### config.mk
export PLATFORM = sky130hd
export DESIGN_NAME = id_stage
export DESIGN_NICKNAME = d
export VERILOG_FILES = /design/src/rtl/rv_pkg.sv /design/src/rtl/id_stage_imm_gen.sv /design/src/rtl/id_stage.sv
export SDC_FILE = /design/constraint.sdc
export NUM_CORES = 2
export LEC_CHECK = 0
export CAP_MARGIN = 20
export CORE_MARGIN = 1
export CORE_UTILIZATION = 50
export CTS_CLUSTER_DIAMETER = 100
export DETAILED_ROUTE_END_ITERATION = 12
export PLACE_DENSITY = 0.64
export SYNTH_ARGS = -nofsm -noshare
export SYNTH_HDL_FRONTEND = slang
export SYNTH_HIERARCHICAL = 1
export SYNTH_SLANG_ARGS = --single-unit
### constraint.sdc
create_clock -name clk -period 9.6 [get_ports clk]
set_input_delay 1.92 -clock clk [delete_from_list [all_inputs] [get_ports clk]]
set_output_delay 1.92 -clock clk [all_outputs]
set_load 0.05 [all_outputs]
### src/rtl/rv_pkg.sv
// Shared RV32I decode definitions: opcodes, ALU op encoding, ctrl bit indices,
// the canonical NOP word and the ID/EX pipeline register layout.
package rv_pkg;

  localparam logic [6:0] OPC_LUI    = 7'b0110111;
  localparam logic [6:0] OPC_AUIPC  = 7'b0010111;
  localparam logic [6:0] OPC_JAL    = 7'b1101111;
  localparam logic [6:0] OPC_JALR   = 7'b1100111;
  localparam logic [6:0] OPC_BRANCH = 7'b1100011;
  localparam logic [6:0] OPC_LOAD   = 7'b0000011;
  localparam logic [6:0] OPC_STORE  = 7'b0100011;
  localparam logic [6:0] OPC_OP_IMM = 7'b0010011;
  localparam logic [6:0] OPC_OP     = 7'b0110011;

  // addi x0, x0, 0
  localparam logic [31:0] RV_NOP = 32'h0000_0013;

  // ALU op is {funct7[5], funct3}; only the named points are listed.
  typedef enum logic [3:0] {
    ALU_ADD  = 4'b0000,
    ALU_SLL  = 4'b0001,
    ALU_SLT  = 4'b0010,
    ALU_SLTU = 4'b0011,
    ALU_XOR  = 4'b0100,
    ALU_SRL  = 4'b0101,
    ALU_OR   = 4'b0110,
    ALU_AND  = 4'b0111,
    ALU_SUB  = 4'b1000,
    ALU_SRA  = 4'b1101
  } alu_op_e;

  localparam int CTRL_REG_WRITE   = 0;
  localparam int CTRL_MEM_READ    = 1;
  localparam int CTRL_MEM_WRITE   = 2;
  localparam int CTRL_BRANCH      = 3;
  localparam int CTRL_JUMP        = 4;
  localparam int CTRL_JALR        = 5;
  localparam int CTRL_ALU_SRC_IMM = 6;
  localparam int CTRL_ILLEGAL     = 7;

  // An all-zero value of this struct is a pipeline bubble.
  typedef struct packed {
    logic        valid;
    logic [31:0] pc;
    logic [31:0] rs1_data;
    logic [31:0] rs2_data;
    logic [31:0] imm;
    logic [4:0]  rs1;
    logic [4:0]  rs2;
    logic [4:0]  rd;
    logic [3:0]  alu_op;
    logic [7:0]  ctrl;
  } id_ex_t;

endpackage

### src/rtl/id_stage_imm_gen.sv
// Immediate generator: picks the I/S/B/U/J format from the opcode and
// sign-extends to 32 bits; formats without an immediate produce zero.
module imm_gen
  import rv_pkg::*;
(
  input  logic [31:0] instr,
  output logic [31:0] imm
);

  // NOTE: every combinational output gets a default first so no path can infer a latch.
  always_comb begin
    imm = '0;
    case (instr[6:0])
      OPC_JALR, OPC_LOAD, OPC_OP_IMM:
        imm = {{20{instr[31]}}, instr[31:20]};
      OPC_STORE:
        imm = {{20{instr[31]}}, instr[31:25], instr[11:7]};
      OPC_BRANCH:
        imm = {{19{instr[31]}}, instr[31], instr[7], instr[30:25], instr[11:8], 1'b0};
      OPC_LUI, OPC_AUIPC:
        imm = {instr[31:12], 12'b0};
      OPC_JAL:
        imm = {{11{instr[31]}}, instr[31], instr[19:12], instr[20], instr[30:21], 1'b0};
      default:
        imm = '0;
    endcase
  end

endmodule

### src/rtl/id_stage.sv
// RV32I decode stage: IF/ID register, decoder, 32x32 register file, load-use
// hazard stall and ID/EX register. Define ID_WB_BYPASS_EN to forward WB writes to same-cycle reads.
module id_stage
  import rv_pkg::*;
#(
  parameter logic [31:0] NOP_INSTR = RV_NOP
) (
  input  logic        clk,
  input  logic        rst,
  input  logic [31:0] if_pc,
  input  logic [31:0] if_instr,
  input  logic        flush,
  input  logic        ex_mem_read,
  input  logic [4:0]  ex_rd,
  input  logic        wb_we,
  input  logic [4:0]  wb_rd,
  input  logic [31:0] wb_data,
  output logic        stall_if,
  output logic        id_ex_valid,
  output logic [31:0] id_ex_pc,
  output logic [31:0] id_ex_rs1_data,
  output logic [31:0] id_ex_rs2_data,
  output logic [31:0] id_ex_imm,
  output logic [4:0]  id_ex_rs1,
  output logic [4:0]  id_ex_rs2,
  output logic [4:0]  id_ex_rd,
  output logic [3:0]  id_ex_alu_op,
  output logic [7:0]  id_ex_ctrl
);

  logic [31:0] if_id_pc;
  logic [31:0] if_id_instr;
  logic        if_id_valid;
  logic        stall_q;

  logic [31:0] regs [32];

  logic [6:0]  opcode;
  logic [2:0]  funct3;
  logic        funct7_b5;
  logic [4:0]  rd_f, rs1_f, rs2_f;
  logic [7:0]  ctrl_d;
  logic [3:0]  alu_op_d;
  logic        use_rs1, use_rs2;
  logic [4:0]  rs1_idx, rs2_idx;
  logic [31:0] rs1_data, rs2_data;
  logic [31:0] imm;
  logic        load_use;
  id_ex_t      id_ex_d, id_ex_q;

  assign opcode    = if_id_instr[6:0];
  assign rd_f      = if_id_instr[11:7];
  assign funct3    = if_id_instr[14:12];
  assign rs1_f     = if_id_instr[19:15];
  assign rs2_f     = if_id_instr[24:20];
  assign funct7_b5 = if_id_instr[30];

  always_comb begin
    ctrl_d   = '0;
    alu_op_d = ALU_ADD;
    use_rs1  = 1'b1;
    use_rs2  = 1'b0;
    case (opcode)
      OPC_LUI, OPC_AUIPC: begin
        ctrl_d[CTRL_REG_WRITE]   = 1'b1;
        ctrl_d[CTRL_ALU_SRC_IMM] = 1'b1;
        use_rs1                  = 1'b0;
      end
      OPC_JAL: begin
        ctrl_d[CTRL_REG_WRITE] = 1'b1;
        ctrl_d[CTRL_JUMP]      = 1'b1;
        use_rs1                = 1'b0;
      end
      OPC_JALR: begin
        ctrl_d[CTRL_REG_WRITE]   = 1'b1;
        ctrl_d[CTRL_JUMP]        = 1'b1;
        ctrl_d[CTRL_JALR]        = 1'b1;
        ctrl_d[CTRL_ALU_SRC_IMM] = 1'b1;
      end
      OPC_BRANCH: begin
        ctrl_d[CTRL_BRANCH] = 1'b1;
        use_rs2             = 1'b1;
      end
      OPC_LOAD: begin
        ctrl_d[CTRL_REG_WRITE]   = 1'b1;
        ctrl_d[CTRL_MEM_READ]    = 1'b1;
        ctrl_d[CTRL_ALU_SRC_IMM] = 1'b1;
      end
      OPC_STORE: begin
        ctrl_d[CTRL_MEM_WRITE]   = 1'b1;
        ctrl_d[CTRL_ALU_SRC_IMM] = 1'b1;
        use_rs2                  = 1'b1;
      end
      OPC_OP_IMM: begin
        ctrl_d[CTRL_REG_WRITE]   = 1'b1;
        ctrl_d[CTRL_ALU_SRC_IMM] = 1'b1;
        // Only shift-immediates carry an operation bit in funct7.
        alu_op_d = (funct3 == 3'b001 || funct3 == 3'b101) ? {funct7_b5, funct3}
                                                           : {1'b0, funct3};
      end
      OPC_OP: begin
        ctrl_d[CTRL_REG_WRITE] = 1'b1;
        alu_op_d               = {funct7_b5, funct3};
        use_rs2                = 1'b1;
      end
      default: ctrl_d[CTRL_ILLEGAL] = 1'b1;
    endcase
  end

  // Unused source indices read as x0 so EX forwarding never matches them.
  assign rs1_idx = use_rs1 ? rs1_f : 5'd0;
  assign rs2_idx = use_rs2 ? rs2_f : 5'd0;

  imm_gen u_imm_gen (
    .instr (if_id_instr),
    .imm   (imm)
  );

  always_comb begin
    rs1_data = (rs1_idx == 5'd0) ? 32'd0 : regs[rs1_idx];
    rs2_data = (rs2_idx == 5'd0) ? 32'd0 : regs[rs2_idx];
`ifdef ID_WB_BYPASS_EN
    if (wb_we && wb_rd != 5'd0 && wb_rd == rs1_idx) rs1_data = wb_data;
    if (wb_we && wb_rd != 5'd0 && wb_rd == rs2_idx) rs2_data = wb_data;
`endif
  end

  // NOTE: register-file storage has no reset; software initialises it and
  // leaving it out keeps the array mappable to plain RAM.
  always_ff @(posedge clk) begin
    if (wb_we && wb_rd != 5'd0) regs[wb_rd] <= wb_data;
  end

  assign load_use = ex_mem_read && (ex_rd != 5'd0) && if_id_valid &&
                    ((use_rs1 && rs1_f == ex_rd) || (use_rs2 && rs2_f == ex_rd));

  // stall_q suppresses a second stall for the same load once the bubble is issued.
  assign stall_if = load_use && !flush && !stall_q;

  // NOTE: sequential state uses non-blocking assignments so all registers
  // sample pre-edge values regardless of block ordering.
  always_ff @(posedge clk or posedge rst) begin
    if (rst) stall_q <= 1'b0;
    else     stall_q <= stall_if;
  end

  always_ff @(posedge clk or posedge rst) begin
    if (rst) begin
      if_id_pc    <= '0;
      if_id_instr <= NOP_INSTR;
      if_id_valid <= 1'b0;
    end else if (flush) begin
      if_id_pc    <= '0;
      if_id_instr <= NOP_INSTR;
      if_id_valid <= 1'b0;
    end else if (!stall_if) begin
      if_id_pc    <= if_pc;
      if_id_instr <= if_instr;
      if_id_valid <= 1'b1;
    end
  end

  always_comb begin
    id_ex_d = '0;
    if (if_id_valid && !flush && !stall_if) begin
      id_ex_d.valid    = 1'b1;
      id_ex_d.pc       = if_id_pc;
      id_ex_d.rs1_data = rs1_data;
      id_ex_d.rs2_data = rs2_data;
      id_ex_d.imm      = ctrl_d[CTRL_ILLEGAL] ? 32'd0 : imm;
      id_ex_d.rs1      = rs1_idx;
      id_ex_d.rs2      = rs2_idx;
      id_ex_d.rd       = ctrl_d[CTRL_REG_WRITE] ? rd_f : 5'd0;
      id_ex_d.alu_op   = alu_op_d;
      id_ex_d.ctrl     = ctrl_d;
    end
  end

  always_ff @(posedge clk or posedge rst) begin
    if (rst) id_ex_q <= '0;
    else     id_ex_q <= id_ex_d;
  end

  assign id_ex_valid    = id_ex_q.valid;
  assign id_ex_pc       = id_ex_q.pc;
  assign id_ex_rs1_data = id_ex_q.rs1_data;
  assign id_ex_rs2_data = id_ex_q.rs2_data;
  assign id_ex_imm      = id_ex_q.imm;
  assign id_ex_rs1      = id_ex_q.rs1;
  assign id_ex_rs2      = id_ex_q.rs2;
  assign id_ex_rd       = id_ex_q.rd;
  assign id_ex_alu_op   = id_ex_q.alu_op;
  assign id_ex_ctrl     = id_ex_q.ctrl;

endmodule

==> out/results.ini <==
[layout]
final_util_pct=58.5
finalNetCount=4974
area_growth_pct=15.4
drive_above_1_share_pct=14.2
fill_cells=9221

[global_route]
grt.overflow.total=0
globalRouteMet2Util_pct=52.7
grt_pass1_vias=44200
antenna_found_initial=7
grt_usage_pct=35.7
grt_pass1_wl_um=310000
busiest_layer=met2
grtUsageMet1_pct=49.1
grt_max_degree=153
grt_use_met3_pct=9.51

[clock_network]
ctsLongestPathBuffers=3
cts_tree=built
path_clk_slew_ns=0.06
ctsResizeCount=0
cts_root_buf=clkbuf_16
numCtsBuffers=139
cts.sinks=1246
clock_latency_ns=0.75
cts-hold-fix-buffers=0
htree_num_levels=4
postCtsSetupRepairBufs=0

[sta]
final-hold-violation-count=0
relSlewSlack_pct=22.6
fin_crit_ns=6.45
rsz0062_at_grt=false
finalSetupViolCount=0
slew_viol_final=0
min_period_over_period_pct=67.2
worst_pin_slew_ns=1.16
tns_ns=0
timing.fmax_mhz=155
skew_ns=0.0208

[drt]
drc=0
vias=46200
routedWlPerCell_um=33.6
drt_iter0_drc=6908
detail-route-antenna-nets=0
vias_per_cell=7.10
drt-total-wl_um=218000
dr.pass1.iters=6

[logic_synthesis]
synth-async-reset-ratio_pct=17.8
synthFlopType=edfxtp_1
synthCells=4748
yosysWarnings=6
yosysSeqAreaShare_pct=61.5
synth.distinct_cells=83
synth.most_common_cell=edfxtp_1
synth_top_area_cell=edfxtp_1
synth_top_area_share_pct=52.1
syn_area_mm2=0.0590
synth-edff-count=1024
yosys_register_bits=1246
synth_area_leaders=edfxtp_1 52%, dfrtp_1 9.3%, mux2i_1 4.0%
synth.avg_cell_area_um2=12.4
synth.top_cells.by_count=1024 x edfxtp_1, 401 x nor2_1, 309 x clkbuf_1

[die]
core_area_mm2=0.117
start_util_pct=50.6
die_h_um=346
die_x_um=346
rows=125
ios=268
die_area_mm2=0.119

[setup_path]
start_kind=input port
crit_path_max_incr_delay_ns=0.72
crit_top_cell=clkdlybuf4s50_1
crit_slowest_cell=clkdlybuf4s50_1
reg2reg_slack_ns=5.15
critPathKind=input port to primary output
cp_cell_sequence=clkdlybuf4s50_1 -> or4_4 -> o21ai_4 -> and4b_4 -> or2_2 -> clkdlybuf4s50_1
cpLargestDelayFamily=buffers and inverters
cp_max_fo=6
cp-end-kind=primary output
cp.arrival_ns=4.53
required_ns=7.68
cp_num_buf_inv=2

[outcome]
status=finished clean

[hold_path]
hold_class=register to register

[power]
power_mw=12.6
cellLeakagePower_nw=23.8
peakVddDrop_mv=0.160
power_density_mw_per_mm2=185

[place]
gp_congestion=0.880
hpwl_um=117000
port_buffers=267

[run]
cap_violations=0

-- sequential cells by signal, summed over array words and instances (netlist names) --
| signal | flops |
|---|---|
| if_id_pc | 32 |
| id_ex_pc | 32 |
| id_ex_valid | 1 |
| id_ex_rd | 5 |
| if_id_valid | 1 |
| if_id_instr | 32 |
| id_ex_rs2 | 5 |
| id_ex_ctrl | 8 |
| regs | 1024 |
| id_ex_rs2_data | 32 |
| id_ex_alu_op | 4 |
| id_ex_rs1_data | 32 |
| id_ex_imm | 32 |
| id_ex_rs1 | 5 |
| stall_q | 1 |
-- worst min-delay path, stage by stage, from the launching register on --
cell and delay, ns:
dfrtp_1 0.33, nand2_1 0.04, o21ai_0 0.06
-- power by group --
group,internal (mW),switching (mW)
Clock,3.22,2.20
Combinational,0.367,0.762
Sequential,5.96,0.0884
-- stage by stage --
step / instances / hold slack (ns) / setup slack [ns] / cell area, µm²
2_1_floorplan: 4779 / 0.442 / 1.61 / 59100
5_1_grt: 6504 / 0.490 / 3.07 / 68100
6_report: 6508 / 0.469 / 3.15 / 68100
4_1_cts: 6494 / 0.476 / 3.15 / 67900
3_5_place_dp: 6237 / 0.461 / 3.16 / 63200
3_3_place_gp: 6234 / 0.454 / 3.19 / 63200
-- final timing paths --
kind / from / to / cells past startpoint
setup / recovery: ex_rd[1] / stall_if / 6
hold / removal: if_id_pc[9]$_DFFE_PP0P_ / if_id_pc[9]$_DFFE_PP0P_ / 2
setup reg to reg: if_id_instr[0]$_DFFE_PP1P_ / id_ex_rs2_data[1]$_DFF_PP0_ / 9
hold reg to reg: if_id_pc[9]$_DFFE_PP0P_ / if_id_pc[9]$_DFFE_PP0P_ / 2
max in group asynchronous: rst / id_ex_rs1_data[27]$_DFF_PP0_ / 4
min in group asynchronous: rst / id_ex_pc[18]$_DFF_PP0_ / 2
-- cells in the final DEF, fill, tap and decap left out, drive strengths merged, types with 33 or more instances in the layout --
cell           netlist  final
dfrtp              219    219
buf                143    126
and2                71     71
nor3               174    174
edfxtp            1024   1024
inv                 65     71
mux2               192    192
a21oi              132    132
clkdlybuf4s50        0    267
o21ai              171    171
a2bb2oi             63     63
a221oi              63     63
a31oi               68     68
a211oi             100    100
a21boi              33     33
nand2              300    300
mux2i              233    233
clkbuf             310    215
o22ai              193    193
o2111ai             56     56
and3                37     37
nor4                44     44
or2                 37     37
o311ai              66     66
a21o                42     42
o32ai               66     66
nor2               403    403
or3                 35     35
-- metal layers --
layer / wire length (µm) / part of all wire [%] / vias up
li1: - / - / 18800
met1: 83700 / 38 / 22900
met2: 93900 / 43 / 3773
met3: 29400 / 13 / 738
met4: 11300 / 5.2 / 4
met5: 28 / 0.013 / -
-- cells by family (layout without fill, tap and decap cells) --
family	count (synthesis)	count (layout)	share of synthesized area, %
muxes	457	457	8.85
and+or+nand+nor	1166	1166	9.25
buffers and inverters	519	719	3.68
DFF	1246	1246	61.5
xor gates and xnor gates	10	10	0.148
AOI/OAI and AO/OA	1349	1349	16.5
other	1	37	0.00636
-- area by class of cell --
type / count / area [µm²] / share of cell area (%)
sequential: 1246 / 36300 / 53.3
multi-input combinational: 3014 / 21100 / 30.9
clock buffer: 212 / 4140 / 6.08
timing repair buffer: 396 / 3900 / 5.72
tap: 1524 / 1910 / 2.80
clock inverter: 45 / 490 / 0.720
inverter: 66 / 255 / 0.375
antenna: 5 / 12.5 / 0.0184
Note: power is estimated with default switching activity, not from simulation.
